### config.mk
export PLATFORM = sky130hd
export DESIGN_NAME = pipe_stage_reg
export DESIGN_NICKNAME = d
export VERILOG_FILES = /design/src/rtl/rv_pipe_pkg.sv /design/src/rtl/pipe_stage_reg.sv
export SDC_FILE = /design/constraint.sdc
export NUM_CORES = 1
export LEC_CHECK = 0
export ABC_CLOCK_PERIOD_IN_PS = 1990
export BUFFER_PORTS_ARGS = -buffer_cell sky130_fd_sc_hd__clkbuf_2
export CORE_AREA = 10 10 137 139
export CTS_BUF_LIST = sky130_fd_sc_hd__clkbuf_4
export DETAILED_ROUTE_END_ITERATION = 16
export DIE_AREA = 0 0 147 149
export PLACE_DENSITY = 0.92
export SLEW_MARGIN = 25
export SYNTH_ARGS = -nofsm -noshare
export SYNTH_HDL_FRONTEND = slang
export SYNTH_SLANG_ARGS = --single-unit
### constraint.sdc
create_clock -name clk -period 1.99 [get_ports clk]
set_input_delay 0.199 -clock clk [delete_from_list [all_inputs] [get_ports clk]]
set_output_delay 0.199 -clock clk [all_outputs]
set_load 0.05 [all_outputs]
### src/rtl/rv_pipe_pkg.sv
// rtl/rv_pipe_pkg.sv - shared rv32 pipeline register types, NOP bundles and payload widths
package rv_pipe_pkg;

    // Payload widths per stage boundary
    localparam int IF_ID_DATA_W  = 64;  // pc, instruction word
    localparam int ID_EX_DATA_W  = 96;  // pc, operand a, operand b (immediate already muxed in)
    localparam int EX_MEM_DATA_W = 69;  // alu result, store data, rd index
    localparam int MEM_WB_DATA_W = 69;  // writeback data, pc+4, rd index

    typedef struct packed {
        logic [2:0] alu_op;
        logic       alu_src;
        logic       mem_read;
        logic       mem_write;
        logic       wb_sel;
        logic       reg_write;
    } id_ex_ctrl_t;

    typedef struct packed {
        logic mem_read;
        logic mem_write;
        logic wb_sel;
        logic reg_write;
    } ex_mem_ctrl_t;

    typedef struct packed {
        logic wb_sel;
        logic reg_write;
    } mem_wb_ctrl_t;

    // All-zero bundles: no register or memory write can occur from a bubble
    localparam id_ex_ctrl_t  ID_EX_CTRL_NOP  = '0;
    localparam ex_mem_ctrl_t EX_MEM_CTRL_NOP = '0;
    localparam mem_wb_ctrl_t MEM_WB_CTRL_NOP = '0;

    typedef enum logic [1:0] {
        ST_EMPTY = 2'd0,
        ST_ONE   = 2'd1,
        ST_FULL  = 2'd2
    } pipe_state_t;

    function automatic logic [1:0] state_occupancy(input pipe_state_t s);
        case (s)
            ST_ONE:  return 2'd1;
            ST_FULL: return 2'd2;
            default: return 2'd0;
        endcase
    endfunction

endpackage

### src/rtl/pipe_stage_reg.sv
// rtl/pipe_stage_reg.sv - valid/ready inter-stage pipeline register with flush and optional skid entry
module pipe_stage_reg
    import rv_pipe_pkg::*;
#(
    parameter int                DATA_W   = 96,
    parameter int                CTRL_W   = 8,
    parameter logic [CTRL_W-1:0] CTRL_NOP = '0,
    parameter int                SKID_EN  = 1
) (
    input  logic              clk,
    input  logic              resetn,
    input  logic              in_valid,
    output logic              in_ready,
    input  logic [DATA_W-1:0] in_data,
    input  logic [CTRL_W-1:0] in_ctrl,
    input  logic              flush,
    output logic              out_valid,
    input  logic              out_ready,
    output logic [DATA_W-1:0] out_data,
    output logic [CTRL_W-1:0] out_ctrl,
    output logic [1:0]        occupancy
);

    pipe_state_t       r_state;
    pipe_state_t       w_state_nxt;
    logic [DATA_W-1:0] r_main_data;
    logic [CTRL_W-1:0] r_main_ctrl;
    logic [DATA_W-1:0] r_skid_data;
    logic [CTRL_W-1:0] r_skid_ctrl;

    logic w_out_valid;
    logic w_in_ready;
    logic w_accept;
    logic w_emit;
    logic w_load_main_in;
    logic w_load_main_skid;
    logic w_load_skid;

    always_ff @(posedge clk or negedge resetn) begin
        if (!resetn) begin
            r_state <= ST_EMPTY;
        end else begin
            r_state <= w_state_nxt;
        end
    end

    // With the skid entry, in_ready decodes only flops so out_ready never reaches it
    always_comb begin
        w_out_valid = (r_state != ST_EMPTY);
        if (SKID_EN != 0) begin
            w_in_ready = (r_state != ST_FULL);
        end else begin
            w_in_ready = !w_out_valid || out_ready;
        end
        w_accept = in_valid && w_in_ready;
        w_emit   = w_out_valid && out_ready;
    end

    // A flushed cycle loads nothing, so the data registers keep their last value
    always_comb begin
        w_state_nxt      = r_state;
        w_load_main_in   = 1'b0;
        w_load_main_skid = 1'b0;
        w_load_skid      = 1'b0;
        if (flush) begin
            w_state_nxt = ST_EMPTY;
        end else begin
            case (r_state)
                ST_EMPTY: begin
                    if (w_accept) begin
                        w_state_nxt    = ST_ONE;
                        w_load_main_in = 1'b1;
                    end
                end
                ST_ONE: begin
                    if (w_accept && w_emit) begin
                        w_load_main_in = 1'b1;
                    end else if (w_accept && (SKID_EN != 0)) begin
                        w_state_nxt = ST_FULL;
                        w_load_skid = 1'b1;
                    end else if (w_emit) begin
                        w_state_nxt = ST_EMPTY;
                    end
                end
                ST_FULL: begin
                    if (w_emit) begin
                        w_state_nxt      = ST_ONE;
                        w_load_main_skid = 1'b1;
                    end
                end
                default: w_state_nxt = ST_EMPTY;
            endcase
        end
    end

    always_ff @(posedge clk or negedge resetn) begin
        if (!resetn) begin
            r_main_data <= '0;
            r_main_ctrl <= CTRL_NOP;
            r_skid_data <= '0;
            r_skid_ctrl <= CTRL_NOP;
        end else begin
            if (w_load_main_in) begin
                r_main_data <= in_data;
                r_main_ctrl <= in_ctrl;
            end else if (w_load_main_skid) begin
                r_main_data <= r_skid_data;
                r_main_ctrl <= r_skid_ctrl;
            end
            if (w_load_skid) begin
                r_skid_data <= in_data;
                r_skid_ctrl <= in_ctrl;
            end
        end
    end

    always_comb begin
        in_ready  = w_in_ready;
        out_valid = w_out_valid;
        out_data  = r_main_data;
        out_ctrl  = w_out_valid ? r_main_ctrl : CTRL_NOP;
        occupancy = state_occupancy(r_state);
    end

endmodule

==> results.md, run 1 <==
Outcome:
- The flow ran to the end, and the final reports show no timing, DRC or antenna violations.

Route:
- The post-detailed-routing wire length is 25.8 mm.
- The final routed DRC violation total is 0.
- The average wire length per cell after detail routing is 21.4 µm.
- For this block, the via count after detailed routing is 6775.
- In this run, the number of DRC markers left after iteration 0 of detailed routing was 421.
- After detailed routing, the number of vias per cell comes to 5.63.
- Before antenna repair, the detailed router went through 5 iterations.
- Once detail routing completed, the nets flagged for antenna violations numbered 0.

Logic synthesis:
- The mean cell area of the mapped netlist is 14.5 µm².
- For this run, the number of Yosys warnings is 0.
- The post-synthesis cell type count is 24.
- In this run, synthesis produced a sequential element count of 210.
- The number of nets in the synthesized netlist is 703.
- Summing every instance area after synthesis gives 0.00861 mm².
- The sequential-to-total area share from yosys stat is 61.1%.
- Synthesis handed over a netlist of 594 instances.

Die:
- In this run the vertical extent of the chip is 149 µm.
- For this configuration, the core starts out at a cell density of 53.2%.
- The total area inside the core boundary comes to 0.0162 mm².
- The die area is 0.0219 mm².
- 217 I/O pins were placed.
- After floorplanning, the core was divided into 47 placement rows.
- The die width is 147 µm.

Power:
- Net switching is 34.4% of the power.
- Across the VDD grid, the largest voltage drop is 0.710 mV.
- The clock share of power is 27.8%.
- Cell internal power was estimated by the tool at 8.10 mW.
- The power share of the combinational group is 25.9%.
- The power dissipated by switching net loads is 4.24 mW.
- The sum of internal, switching and leakage power is 12.3 mW.
- Sequential cells account for 46.2% of the total power.
- The cell leakage power is 5.71 nW.
- For this design the ratio of total power to cell area is 1060 mW/mm².

Setup path:
- The worst setup path is captured at an output pin.
- In this run the worst setup path begins at r_state[1].
- The worst setup path is of the register to output pin kind.
- On the critical path the largest part of the delay comes from buffers and inverters.
- In this run the worst path has a maximum fanout of 5.
- The capture instance of the worst register-to-register path is out_data[50].
- Traced cell by cell, the critical path runs through buf_4, and2b_1, clkbuf_4.
- In this run the critical register-to-register path is launched from r_state[0].
- The signal arrival time at the worst endpoint is 1.72 ns.
- The number of logic stages on the critical path including buffering is 3.
- Counting both buffers and inverters, the worst setup path holds a total of 2.
- At the worst endpoint, the required time is 1.79 ns.
- The number of cells on the worst reg-to-reg path is 5.
- Among all stages on the critical path, the largest delay is contributed by dfrtp_1.
- The worst setup path endpoint is occupancy[0].
- The setup slack of the worst register-to-register path is 0.16 ns.
- The launching element type of the critical path is a register.
- The delay of the slowest critical-path stage is 0.37 ns.

Timing:
- The total setup violations reported at the end of the flow is 0.
- The max-slew headroom at the worst pin is 38.7%.
- The worst path uses 96.4% of the clock period.
- Clock skew on the completed layout was measured at 0.0403 ns.
- The final count of pins violating max slew is 0.
- The worst path setup slack after routing is 0.0722 ns.
- Timing would allow up to 521 MHz.
- The final critical path time including I/O delays and setup is 1.92 ns.
- The number of hold violations in the final report is 0.
- Adding up every negative setup slack in the final design gives 0 ns.
- The transition time at the pin with the least slew margin is 0.916 ns.

GRT:
- In the global route stage, met2 resource usage came out at 39.4%.
- Entering global routing, the biggest net connects 83 pins.
- Global routing finished with a remaining overflow of 0.
- The via count of the first global-routing pass is 7447.
- The first-pass GRT wire length is 41.0 mm.
- The met1 demand-to-capacity share in global routing is 26.4%.
- The number of antenna violations at the first check in global routing is 1.
- For this run, the total global-route usage over all layers was measured as 23.1%.
- For met3 alone, demand over resource in global routing was 7.52%.
- The layer flagged by global routing as most heavily used is met2.

Layout:
- Leaving out filler cells and counting taps, the final layout contains 1204.
- From synthesis to final layout, the design area changed by 35.7%.
- The fraction of layout cells with a size suffix above 1 is 43.2%.
- The final layout contains 1057 nets.
- The core occupancy in the finished layout is 72.2%.

Clock network:
- Counting the buffers created by CTS gives 52.
- The maximum buffer depth of the clock tree is 3.
- The H-tree generated during clock tree synthesis spans 2 levels.
- TritonCTS built the clock tree.
- Clock latency on the worst-skew pair, taken at its later pin, is 0.65 ns.
- The CTS sink count is 210.
- The clock tree root buffer cell is clkbuf_4.
- The clock transition at the registers of the reported paths is 0.09 ns.

Place:
- OpenSTA, run right after detailed placement, puts the worst setup slack at -0.0705 ns.
- Routability-driven placement finished with a final weighted congestion of 0.739.
- During placement, the flow inserted port buffers numbering 216.
- Detailed placement ended at an HPWL of 14.2 mm.
- The number of cells in the design after placement is 1003.

Hold path:
- The class of the worst hold path is input pin to async pin.

Run:
- The max-cap check violation count is 0.
==> timing repair <==
action	4_1_cts	5_1_grt
cloned	1	0
resized for setup	10	10
setup endpoints to repair	83	79
endpoints found under the hold margin	420	0
pin swaps	0	0
hold buffers	109	0
setup buffers	1	0
==> cells in the mapped netlist, drive strengths merged <==
library cell | instances | area, µm²
a21oi | 1 | 5.00
a221o | 104 | 1040
a31oi | 2 | 27.5
and2 | 104 | 651
and2b | 1 | 7.51
and3 | 1 | 6.26
and4bb | 1 | 16.3
buf | 34 | 256
clkbuf | 11 | 42.5
dfrtp | 210 | 5260
inv | 3 | 11.3
mux2 | 104 | 1170
nand2 | 2 | 7.51
nand2b | 1 | 13.8
nand3 | 1 | 10.0
nor2 | 2 | 7.51
nor2b | 10 | 65.1
nor3 | 1 | 5.00
or3 | 1 | 6.26
==> how the worst min path moves through the flow <==
stage / startpoint / to / slack, ns
2_1_floorplan: resetn / out_data[0] / -0.1
3_3_place_gp: resetn / out_data[49] / 0.20
3_5_place_dp: resetn / out_data[49] / 0.20
4_1_cts: resetn / r_skid_data[48] / 0.07
5_1_grt: resetn / out_data[52] / 0.10
6_report: resetn / out_data[52] / 0.11
==> kinds of logic (layout without fill, tap and decap cells) <==
| logic type | Yosys count | count (layout) | share of synthesized area, % |
|---|---|---|---|
| flops | 210 | 210 | 61.1 |
| simple gates | 125 | 125 | 9.25 |
| compound gates | 107 | 108 | 12.5 |
| mux | 104 | 104 | 13.6 |
| buf+inv | 48 | 436 | 3.61 |
| other cells | 0 | 1 | 0 |
==> worst reg2reg max path, delay by kind of cell (launching register included) <==
family          cells  cell delay [ns]
simple gates        2             0.68
compound gates      1             0.12
buf+inv             2             0.61
flops               1             0.37
==> stage by stage <==
stage          hold slack (ns)  cell area [µm²]
6_report                 0.107            11700
5_1_grt                  0.103            11700
4_1_cts                 0.0666            11700
3_5_place_dp             0.201             9910
3_3_place_gp             0.202             9910
2_1_floorplan          -0.0966             8610
==> area by class of cell <==
class / instances / area [µm²]
clock buffers: 74 / 556
flip-flops and latches: 210 / 5260
fillers: 1008 / 4490
inverters: 3 / 11.3
repair buffers: 344 / 2450
diodes: 1 / 2.50
clock inverters: 15 / 57.6
multi-input cells: 337 / 3080
well taps: 220 / 275
==> power groups by stage <==
stage | Clock [mW] | Sequential, mW | Combinational [mW]
after global routing | 3.76 | 5.78 | 3.38
after detailed placement | 0 | 5.71 | 2.98
after global placement | 0 | 5.65 | 2.89
final | 3.43 | 5.70 | 3.20
after floorplan | 0 | 6.72 | 1.04
after CTS | 3.47 | 5.65 | 3.17
==> sequential cells by signal, summed over array words and instances, names as in the netlist <==
name,flops
r_skid_ctrl,8
r_state,2
out_data,96
r_skid_data,96
r_main_ctrl,8
==> metal layers <==
layer  share of wire (%)  wire length, µm
met5                   0                0
met4                 3.3              858
met3                 8.3             2150
met2                  51            13100
met1                  38             9700
==> cells in the final DEF (no fill, tap or decap), drive strengths merged <==
cell         count
diode            1
buf             21
nand3            1
and3             1
nand2b           1
a21oi            1
dlygate4sd3    109
or3              1
and2           104
clkinv          13
a221o          104
dfrtp          210
nor2             2
nor3             1
and4bb           1
a31oi            3
clkbuf         288
nor2b           10
nand2            2
mux2           104
inv              5
and2b            1
Note: power is estimated with default switching activity, not from simulation.
==> inputs of run 2 (changes only) <==
--- a/config.mk
+++ b/config.mk
@@ -7,10 +7,11 @@
 export LEC_CHECK = 0
 export ABC_CLOCK_PERIOD_IN_PS = 1990
 export BUFFER_PORTS_ARGS = -buffer_cell sky130_fd_sc_hd__clkbuf_2
-export CORE_AREA = 10 10 137 139
+export CORE_AREA = 10 10 156 122
 export CTS_BUF_LIST = sky130_fd_sc_hd__clkbuf_4
 export DETAILED_ROUTE_END_ITERATION = 16
-export DIE_AREA = 0 0 147 149
+export DIE_AREA = 0 0 166 132
+export GPL_TIMING_DRIVEN = 0
 export PLACE_DENSITY = 0.92
 export SLEW_MARGIN = 25
 export SYNTH_ARGS = -nofsm -noshare
==> run 2 against run 1 <==
Compared with the run above: critical path depth increased by 2; die area is essentially flat; utilization is 1.8 points higher; combinational power barely moved; via count increased by 2.0%; power decreased by 0.14%; sequential power hardly changed; fmax down 1.5%; sequential cell count unchanged.
==> results.md, run 2 (synthesized netlist as in run 1, its figures left out) <==
Outcome:
- The run finished with clean final reports.

Route:
- The iteration count of the initial detailed-routing pass was 5 (unchanged).
- The number of antenna-violating nets in the routed design is 0 (unchanged).
- The via-per-instance ratio came to 5.66 (+0.54%).
- The post-detailed-routing wire length is 26.4 mm (+2.2%).
- The final routed DRC violation total is 0 (unchanged).
- The average wire length per cell after detail routing was 21.6 µm (+0.77%).
- The via count is 6908 (+2.0%).
- The number of violations reported at the end of detailed-routing iteration 0 is 665 (+58%).

Timing:
- The setup clock skew after layout is 0.0174 ns (-0.0229 ns).
- The final critical-path share of the clock period is 97.9% (+1.5 points).
- The final count of pins violating max slew is 0 (unchanged).
- The transition time at the pin with the least slew margin is 0.431 ns (-0.485 ns).
- The total negative slack for setup checks is 0 ns (unchanged).
- The maximum operating frequency is 513 MHz (-1.5%).
- The worst hold slack is 0.124 ns (+0.0164 ns).
- The total setup violations reported at the end of the flow is 0 (unchanged).
- The max-slew headroom at the worst pin is 71.3% (+33 points).
- The final critical path time including I/O delays and setup is 1.95 ns (+0.0300 ns).
- The number of hold violations in the final report came to 0 (unchanged).
- The worst path setup slack after routing is 0.0422 ns (-0.0300 ns).

Power:
- The worst voltage drop across the vdd grid is 0.703 mV (-1.0%).
- The cell leakage power is 5.77 nW (+1.0%).
- The cell area power density is 1050 mW/mm² (-0.72%).

Layout:
- In the layout the commonest cells are clkbuf_2, dfrtp_1, dlygate4sd3_1.
- The area growth from synthesis to layout is 36.5%.
- The area of all placed cells without fillers is 0.0117 mm² (+0.58%).
- The area taken by flip-flops and latches is 0.00526 mm² (about the same).
- The fraction of layout cells with a size suffix above 1 was 44.2% (+1.0 points).
- The area of the multi-input gates is 0.00306 mm² (-0.45%).
- The number of filler instances in the final layout is 926 (-8.1%).
- The most common cell after layout, fill and taps aside is clkbuf_2.
- The net total in the final layout is 1082 (+2.4%).
- The number of non-filler instances in the completed layout is 1221 (+1.4%).

Hold path:
- The path class of the tightest hold or removal check is input pin to async pin.

Die:
- The I/O pin count is 217 (unchanged).
- The die width is 166 µm (+13%).
- The die area came to 0.0219 mm² (about the same).
- The y dimension of the die was 132 µm (-11%).
- The effective utilization at floorplan is 54.2% (+1.0 points).
- The core area is 0.0159 mm² (-1.9%).
- The floorplan row count is 40 (-15%).

Setup path:
- The worst setup path is launched from a register.
- The critical path start-end classification is register to register.
- The maximum fanout along the worst path is 10 (+5).
- The worst setup path is captured at a register.
- The required time of the critical path was 2.53 ns (+0.74 ns).
- The number of cells on the worst reg-to-reg path is 5 (unchanged).
- The signal arrival time at the worst endpoint was 2.49 ns (+0.77 ns).

Clock network:
- CTS placed an instance of clkbuf_4 at the clock tree root.
- The clock latency at the later pin of the worst-skew pair was 0.61 ns (-0.04 ns).
- The maximum level of the CTS H-tree is 2 (unchanged).
- The number of buffers added by the clock tree synthesis step came to 49 (-5.8%).
- The clock transition at the registers of the reported paths is 0.08 ns (about the same).
- The clock tree from TritonCTS is done.
- The CTS sink count is 210 (unchanged).
- The maximum buffer depth of the clock tree came to 3 (unchanged).

Place:
- The post-placement setup slack came to 0.0937 ns (+0.164 ns).
- The placement-stage cell area is 0.0100 mm² (+1.1%).
- The estimated wirelength of the detail-placed design is 16.1 mm (+13%).
- The quantity of I/O buffers inserted on ports is 216 (unchanged).
- The last weighted congestion value of the routability-driven placer is 0.806 (+8.9%).
- The number of cells in the design after placement is 1022 (+1.9%).

GRT:
- The aggregate global-route resource usage is 23.4% (+0.29 points).
- The leftover overflow at the end of global routing came to 0 (unchanged).
- The pin count of the biggest net entering global routing was 87 (+4.8%).
- The first-pass GRT wire length came to 42.3 mm (+3.2%).
- The via count of the first global-routing pass was 7613 (+2.2%).
- The number of antenna violations at the first check in global routing is 2 (+1).

Run:
- The max-cap check violation count is 0 (unchanged).
==> run 2: cell count changes in the layout (fill, tap and decap cells not counted), moves of 4 or more <==
cell	previous run	this run
buf_12	7	0
buf_2	1	19
buf_4	13	2
buf_6	0	13
clkbuf_1	0	7
clkbuf_2	204	217
clkbuf_4	81	77
==> run 2: metal layers <==
| metal | vias up | share of wire [%] | track usage [%] |
|---|---|---|---|
| met5 | - | 0 | 0 |
| li1 | 2997 | - | - |
| met3 | 58 | 8.2 | 6.64 |
| met1 | 3474 | 39 | 27.5 |
| met2 | 379 | 51 | 40.5 |
| met4 | 0 | 2.4 | 7.22 |
==> run 2: stage by stage <==
stage          util [%]  power, mW
2_1_floorplan         -       7.75
6_report           74.1       12.3
5_1_grt            74.1       12.9
3_5_place_dp       63.1       8.73
3_3_place_gp       62.7       8.56
4_1_cts            73.9       12.3
==> run 2: cell type report <==
type,count,share of cell area [%]
multi-input cells,337,26.1
plain buffers,45,2.57
diodes,3,0.0639
repair buffers,327,19.1
well taps,210,2.24
clock buffers,76,4.86
clock inverters,10,0.319
flip-flops and latches,210,44.7
inverters,3,0.0958
==> run 2: where the power goes <==
part	leakage [nW]	switching (mW)	internal (mW)
registers	2.59	0.527	5.19
logic	2.81	2.00	1.20
clock network	0.368	1.68	1.73
total	5.77	4.20	8.12
==> run 2: path summary, 6_finish.rpt <==
check                                     start              end  slack (ns)
worst min register to register  r_skid_data[67]  r_skid_data[67]        0.50
max in group asynchronous                resetn       r_state[0]        1.08
worst min-delay path                     resetn  r_skid_data[61]        0.12
min in group clk                       in_valid  r_skid_data[95]        0.34
worst max register to register       r_state[0]     out_data[47]        0.04
worst max-delay path                 r_state[0]     out_data[47]        0.04
==> run 2: worst max-delay path: stages (launching register included) <==
cell      delay [ns]
dfrtp_2         0.50
and4bb_4        0.43
buf_2           0.27
buf_1           0.33
and2_1          0.21
a221o_1         0.14
==> run 2: timing repair <==
item                       in CTS  in global routing
buffers inserted                0                  0
gates cloned                    0                  1
setup endpoints to repair       9                 23
resized for setup               3                  9
hold endpoints to repair      420                  0
hold buffers                  109                  0
